### config.mk
export PLATFORM = sky130hd
export DESIGN_NAME = mix_columns_seq
export DESIGN_NICKNAME = d
export VERILOG_FILES = /design/src/rtl/mix_columns_seq.sv
export SDC_FILE = /design/constraint.sdc
export NUM_CORES = 1
export LEC_CHECK = 0
export CORE_MARGIN = 3
export CORE_UTILIZATION = 45
export DETAILED_ROUTE_END_ITERATION = 10
export PLACE_DENSITY_LB_ADDON = 0.25
export SYNTH_ARGS = -nofsm -noshare
export SYNTH_HDL_FRONTEND = slang
export SYNTH_SLANG_ARGS = --single-unit
### constraint.sdc
create_clock -name clk -period 15.95 [get_ports clk]
set_input_delay 4.785 -clock clk [delete_from_list [all_inputs] [get_ports clk]]
set_output_delay 4.785 -clock clk [all_outputs]
set_load 0.02 [all_outputs]
### src/rtl/mix_columns_seq.sv
// Column-serial AES-128 forward MixColumns: one 32-bit column per clock through a
// single GF(2^8) column multiplier, with a pass-through path for the final round.
module mix_columns_seq (
  input  logic         clk,
  input  logic         reset,
  input  logic         in_valid,
  output logic         in_ready,
  input  logic [127:0] in_state,
  input  logic         final_round,
  output logic         out_valid,
  input  logic         out_ready,
  output logic [127:0] out_state
);

  localparam int unsigned ColW   = 32;
  localparam int unsigned StateW = 128;

  typedef enum logic [1:0] {
    IDLE = 2'd0,
    BUSY = 2'd1,
    DONE = 2'd2
  } state_e;

  state_e              state_q, state_d;
  logic [1:0]          col_cnt_q, col_cnt_d;
  logic [StateW-1:0]   in_q, in_d;
  logic [StateW-1:0]   out_q, out_d;
  logic [ColW-1:0]     col_in, col_out;

  function automatic logic [7:0] xtime(input logic [7:0] x);
    return {x[6:0], 1'b0} ^ (x[7] ? 8'h1b : 8'h00);
  endfunction

  // Input column select feeding the single shared multiplier.
  always_comb begin
    col_in = in_q[127:96];
    unique case (col_cnt_q)
      2'd0: col_in = in_q[127:96];
      2'd1: col_in = in_q[95:64];
      2'd2: col_in = in_q[63:32];
      2'd3: col_in = in_q[31:0];
      default: col_in = in_q[127:96];
    endcase
  end

  always_comb begin
    logic [7:0] a0, a1, a2, a3;
    logic [7:0] d0, d1, d2, d3;
    a0 = col_in[31:24];
    a1 = col_in[23:16];
    a2 = col_in[15:8];
    a3 = col_in[7:0];
    d0 = xtime(a0);
    d1 = xtime(a1);
    d2 = xtime(a2);
    d3 = xtime(a3);
    col_out = {d0 ^ d1 ^ a1 ^ a2 ^ a3,
               a0 ^ d1 ^ d2 ^ a2 ^ a3,
               a0 ^ a1 ^ d2 ^ d3 ^ a3,
               d0 ^ a0 ^ a1 ^ a2 ^ d3};
  end

  always_ff @(posedge clk or posedge reset) begin
    if (reset) begin
      state_q   <= IDLE;
      col_cnt_q <= 2'd0;
      in_q      <= '0;
      out_q     <= '0;
    end else begin
      state_q   <= state_d;
      col_cnt_q <= col_cnt_d;
      in_q      <= in_d;
      out_q     <= out_d;
    end
  end

  always_comb begin
    state_d   = state_q;
    col_cnt_d = col_cnt_q;
    in_d      = in_q;
    out_d     = out_q;
    unique case (state_q)
      IDLE: begin
        if (in_valid) begin
          in_d      = in_state;
          col_cnt_d = 2'd0;
          if (final_round) begin
            out_d   = in_state;
            state_d = DONE;
          end else begin
            state_d = BUSY;
          end
        end
      end
      BUSY: begin
        unique case (col_cnt_q)
          2'd0: out_d[127:96] = col_out;
          2'd1: out_d[95:64]  = col_out;
          2'd2: out_d[63:32]  = col_out;
          2'd3: out_d[31:0]   = col_out;
          default: out_d[127:96] = col_out;
        endcase
        col_cnt_d = col_cnt_q + 2'd1;
        if (col_cnt_q == 2'd3) begin
          state_d = DONE;
        end
      end
      DONE: begin
        if (out_ready) begin
          state_d = IDLE;
        end
      end
      default: state_d = IDLE;
    endcase
  end

  assign in_ready  = (state_q == IDLE);
  assign out_valid = (state_q == DONE);
  assign out_state = out_q;

endmodule

==> qor.txt, run 1 <==
met3 WL = 3552 um
Worst-Skew Late Latency = 0.54 ns
worst r2r path cells = 7
Final Hold Fails = 0
Post-Syn Nets = 1346
final WL = 42540 um
initial DRC count = 1140
post-synthesis cell area = 0.01298 sq mm
clock tree buffer depth = 3
HPWL Detailed = 30290 um
clock-pin slew on the worst setup and hold paths = 0.06 ns
CP Max Fanout = 66
number of gates resized after cts = 0
core area = 0.02809 sq mm
worst r2r dst = out_state[17]$_DFFE_PP0P_
IO Count = 263
die area = 0.03092 sq mm
CTS tree = yes
Cells after Synth = 1209
GP Congestion = 0.8959
pin count of the biggest net entering global routing = 125
first-pass GRT wire length = 64200 um
DR vias = 10620
setup violators final = 0
grt total ovfl = 0
Max Cap Viol = 0
Root Buffer = clkbuf_16
Post-synth EDFFs = 0
Core Rows = 61
final setup TNS = 0 ns
Port Buffer Count = 262
Hold EP = out_state[81]$_DFFE_PP0P_
Residual DRC = 0
# hold bufs at CTS = 0
number of global-route vias before repair = 10550
Vias per Instance = 5.823
commonest non-fill, non-tap cell in the layout = clkdlybuf4s50_1
P&R area growth vs syn = 30.07%
Setup crit end kind = register
CTS buffer count = 28
outcome = complete, no violations
Antenna Cells = 0
synth warn = 0
CP Launch Type = input port
Die H = 175.8 um
Fmax = 143.8 MHz
die width = 175.8 um
worst slew pin tran = 1.229 ns
routed length per placed instance = 23.33 um
postcts setup bufs = 0
DR pass1 iterations = 8
ANT nets after route = 0
fin. max-slew vios = 0
RSZ-0062 raised after global routing = false
Cell Count, Final, Fillers Out = 1823
Placed Cells = 1771
crit path time final = 6.952 ns
Util after Layout = 60.10%
most frequent cells in the layout = 262 x clkdlybuf4s50_1, 260 x dfrtp_1, 139 x nand2_1, 129 x mux2_2, 114 x xnor2_1
Critical Path AT = 7.32 ns
Min-Delay Path Class = register to register
sequential-to-total area share from yosys stat = 50.13%
reg2reg start = col_cnt_q[0]$_DFFE_PP0P_
fin nets = 1560
Slew HR = 17.86%
fraction of layout cells with a size suffix above 1 = 15.02%
Tcrit/Tclk final = 43.59%
initial antenna violation count = 1
top_reg_cell synth = dfrtp_1
register bit count reported by yosys = 260
# clock sinks = 260
Avg Cell Area, Syn = 10.74 sq um
Worst Setup Path Type = input port to register
Max H-tree Level = 1
Post-Route Skew = 0.009277 ns
hold path cells = 2
Distinct cells, synth = 35
met1 wire length = 18420 um
met2 wire length = 19410 um
Hold Startpoint = out_state[81]$_DFFE_PP0P_
Initial Util = 46.21%
WP data required = 16.32 ns
r2r setup slk = 12.02 ns
Top Layer Used = met5
fraction of registers with async set/reset = 100.0%
Final Hold Slack = 0.4883 ns
All-Layer GR Usage = 26.90%
-- flip-flops by register name, summed over array words and instances (netlist names) --
| register | flops |
|---|---|
| in_q | 128 |
| state_q | 2 |
| out_state | 128 |
| col_cnt_q | 2 |
-- layer usage --
metal  GRT usage, %  up-vias
met4          8.017        2
met2          41.19      479
met3          5.447       85
met5              0        -
met1          38.82     5319
li1               -     4731
-- worst max-delay path: stages --
cell and delay (ns):
clkdlybuf4s50_1 0.47, nand3b_1 0.31, a21o_2 0.18, buf_4 0.57
or2_2 0.72, o21ai_0 0.25
-- how the worst max path moves through the flow --
stage | from | to | slack, ns | cells past startpoint
floorplan | reset | col_cnt_q[0]$_DFFE_PP0P_ | 4.01 | 1
global placement | in_valid | in_q[105]$_DFFE_PP0P_ | 8.54 | 4
detailed placement | in_valid | in_q[100]$_DFFE_PP0P_ | 8.50 | 4
CTS | in_valid | out_state[4]$_DFFE_PP0P_ | 9.06 | 6
global route | in_valid | out_state[8]$_DFFE_PP0P_ | 8.91 | 6
finish | in_valid | out_state[4]$_DFFE_PP0P_ | 9.00 | 6
-- cells by family (layout without fill, tap and decap cells) --
logic type	count (synthesis)	after routing	share of synthesized area, %
compound gates	294	294	14.32
xor+xnor	171	171	11.60
fa+ha+maj	4	4	0.3856
buf+inv	102	338	3.056
flops	260	260	50.13
mux	134	134	11.58
simple gates	244	244	8.937
-- Yosys cell counts, types with 2 or more instances --
cell type / instances / area (sq um)
o21ai_2: 6 / 52.55
xnor2_1: 114 / 998.5
buf_2: 5 / 25.02
ha_1: 4 / 50.05
buf_1: 4 / 15.01
a222oi_1: 32 / 320.3
nor2b_1: 2 / 12.51
or3_1: 3 / 18.77
a31oi_1: 2 / 12.51
o21ai_0: 101 / 505.5
mux2_2: 129 / 1453
nor3b_1: 16 / 120.1
and3_1: 62 / 387.9
o221ai_1: 48 / 420.4
xor2_1: 56 / 490.5
inv_1: 4 / 15.01
o21ai_1: 7 / 35.03
a21o_1: 4 / 30.03
a21oi_1: 90 / 450.4
nand2_1: 139 / 521.8
mux2i_1: 5 / 50.05
clkbuf_1: 87 / 326.6
nand2b_1: 2 / 12.51
dfrtp_1: 260 / 6506
or2_2: 2 / 12.51
nor2_1: 16 / 60.06
-- layout make-up --
class	count	area [sq um]
clock buffers	36	782.0
clock inverters	16	222.7
fillers	2429	11210
inverters	5	26.28
multi-input cells	847	6106
flip-flops and latches	260	6506
well taps	378	473.0
repair buffers	281	2765
-- stage by stage --
step	area, sq um	setup WS (ns)
detailed placement	15880	8.503
CTS	16880	9.064
finish	16880	8.998
floorplan	12980	4.010
global route	16880	8.913
global placement	15880	8.538
Power of run 1 is not shown: default switching activity piles up to over one toggle a cycle in this logic, so the estimate is an artifact.
==> run 2, diff against run 1 <==
==> constraint.sdc (replaced) <==
create_clock -name clk -period 5.7 [get_ports clk]
set_input_delay 1.71 -clock clk [delete_from_list [all_inputs] [get_ports clk]]
set_output_delay 1.71 -clock clk [all_outputs]
set_load 0.02 [all_outputs]
==> qor.txt, run 2 (synthesis results as in run 1) <==
Worst Setup Path Type = register to output pin
Vias per Instance = 5.854
number of gates resized after cts = 0
RSZ-0062 raised after global routing = false
final setup TNS = 0 ns
initial DRC count = 1003
Post-Route Skew = 0.02070 ns
initial antenna violation count = 0
die width = 175.8 um
grt total ovfl = 0
setup violators final = 0
Critical Path AT = 2.45 ns
fin nets = 1557
Residual DRC = 0
# hold bufs at CTS = 0
All-Layer GR Usage = 26.76%
Min-Delay Path Class = register to register
DR vias = 10650
ANT nets after route = 0
Worst-Skew Late Latency = 0.54 ns
fin. max-slew vios = 0
clock tree buffer depth = 3
number of global-route vias before repair = 10600
die area = 0.03092 sq mm
Final Hold Fails = 0
HPWL Detailed = 30190 um
fraction of layout cells with a size suffix above 1 = 14.58%
final WL = 42430 um
CTS buffer count = 28
crit path time final = 4.164 ns
Core Rows = 61
clock-pin slew on the worst setup and hold paths = 0.06 ns
CTS tree = yes
Root Buffer = clkbuf_16
WP data required = 3.99 ns
Port Buffer Count = 262
Max H-tree Level = 1
Max Cap Viol = 0
commonest non-fill, non-tap cell in the layout = clkdlybuf4s50_1
postcts setup bufs = 0
outcome = complete, no violations
GP Congestion = 0.8836
core area = 0.02809 sq mm
Initial Util = 46.21%
Tcrit/Tclk final = 73.06%
Fmax = 240.1 MHz
Setup crit end kind = output pin
CP Max Fanout = 17
# clock sinks = 260
P&R area growth vs syn = 29.58%
routed length per placed instance = 23.33 um
CP Launch Type = register
pin count of the biggest net entering global routing = 141
most frequent cells in the layout = 262 x clkdlybuf4s50_1, 260 x dfrtp_1, 139 x nand2_1, 129 x mux2_2, 114 x xnor2_1
worst slew pin tran = 1.322 ns
Slew HR = 11.62%
DR pass1 iterations = 6
first-pass GRT wire length = 64160 um
Final Hold Slack = 0.4926 ns
Die H = 175.8 um
IO Count = 263
==> run 2: cell types whose count changed in the layout (fill, tap and decap cells not counted), sizes merged <==
cell      change
inv           -1
clkinvlp      -1
diode         +1
bufinv        -4
clkbuf        +7
clkinv        -3
buf           -3
==> run 2: metal layers <==
metal	up-vias	wire, um	GRT usage (%)
li1	4737	-	-
met1	5339	18510	38.05
met2	481	19380	41.45
met3	92	3136	4.712
met4	0	1404	9.403
met5	-	0	0
==> run 2: layout make-up <==
cell class	count	area, sq um
fill	2373	11270
sequential	260	6506
multi-input combinational	847	6106
timing repair buffer	278	2780
clock buffer	43	858.3
tap	378	473.0
clock inverter	7	68.82
inverter	5	22.52
antenna	1	2.502
==> run 2: critical path, stage by stage (launching register included) <==
cell             delay, ns
dfrtp_1               0.84
buf_4                 0.30
nand2b_1              0.17
inv_1                 0.05
clkdlybuf4s50_1       0.55
==> run 2: worst paths after layout <==
check,startpoint,endpoint,slack (ns),cells after the start
setup / recovery,state_q[0]$_DFFE_PP0P_,out_valid,1.54,4
hold / removal,out_state[125]$_DFFE_PP0P_,out_state[125]$_DFFE_PP0P_,0.49,2
setup reg to reg,col_cnt_q[0]$_DFFE_PP0P_,out_state[115]$_DFFE_PP0P_,1.70,8
hold reg to reg,out_state[125]$_DFFE_PP0P_,out_state[125]$_DFFE_PP0P_,0.49,2
max in group asynchronous,reset,in_q[98]$_DFFE_PP0P_,3.33,3
min in group asynchronous,reset,out_state[20]$_DFFE_PP0P_,1.69,3
==> run 2: per-stage QoR <==
stage / cells / area, sq um / worst slack (ns) / utilization, %
6_report: 1819 / 16820 / 1.536 / 59.88
5_1_grt: 1818 / 16810 / 1.468 / 59.87
4_1_cts: 1818 / 16810 / 1.532 / 59.87
3_5_place_dp: 1768 / 15890 / 1.293 / 56.57
3_3_place_gp: 1768 / 15890 / 1.429 / 56.57
2_1_floorplan: 1209 / 12980 / 0.5624 / -
Power of run 2 is left out for the same reason.
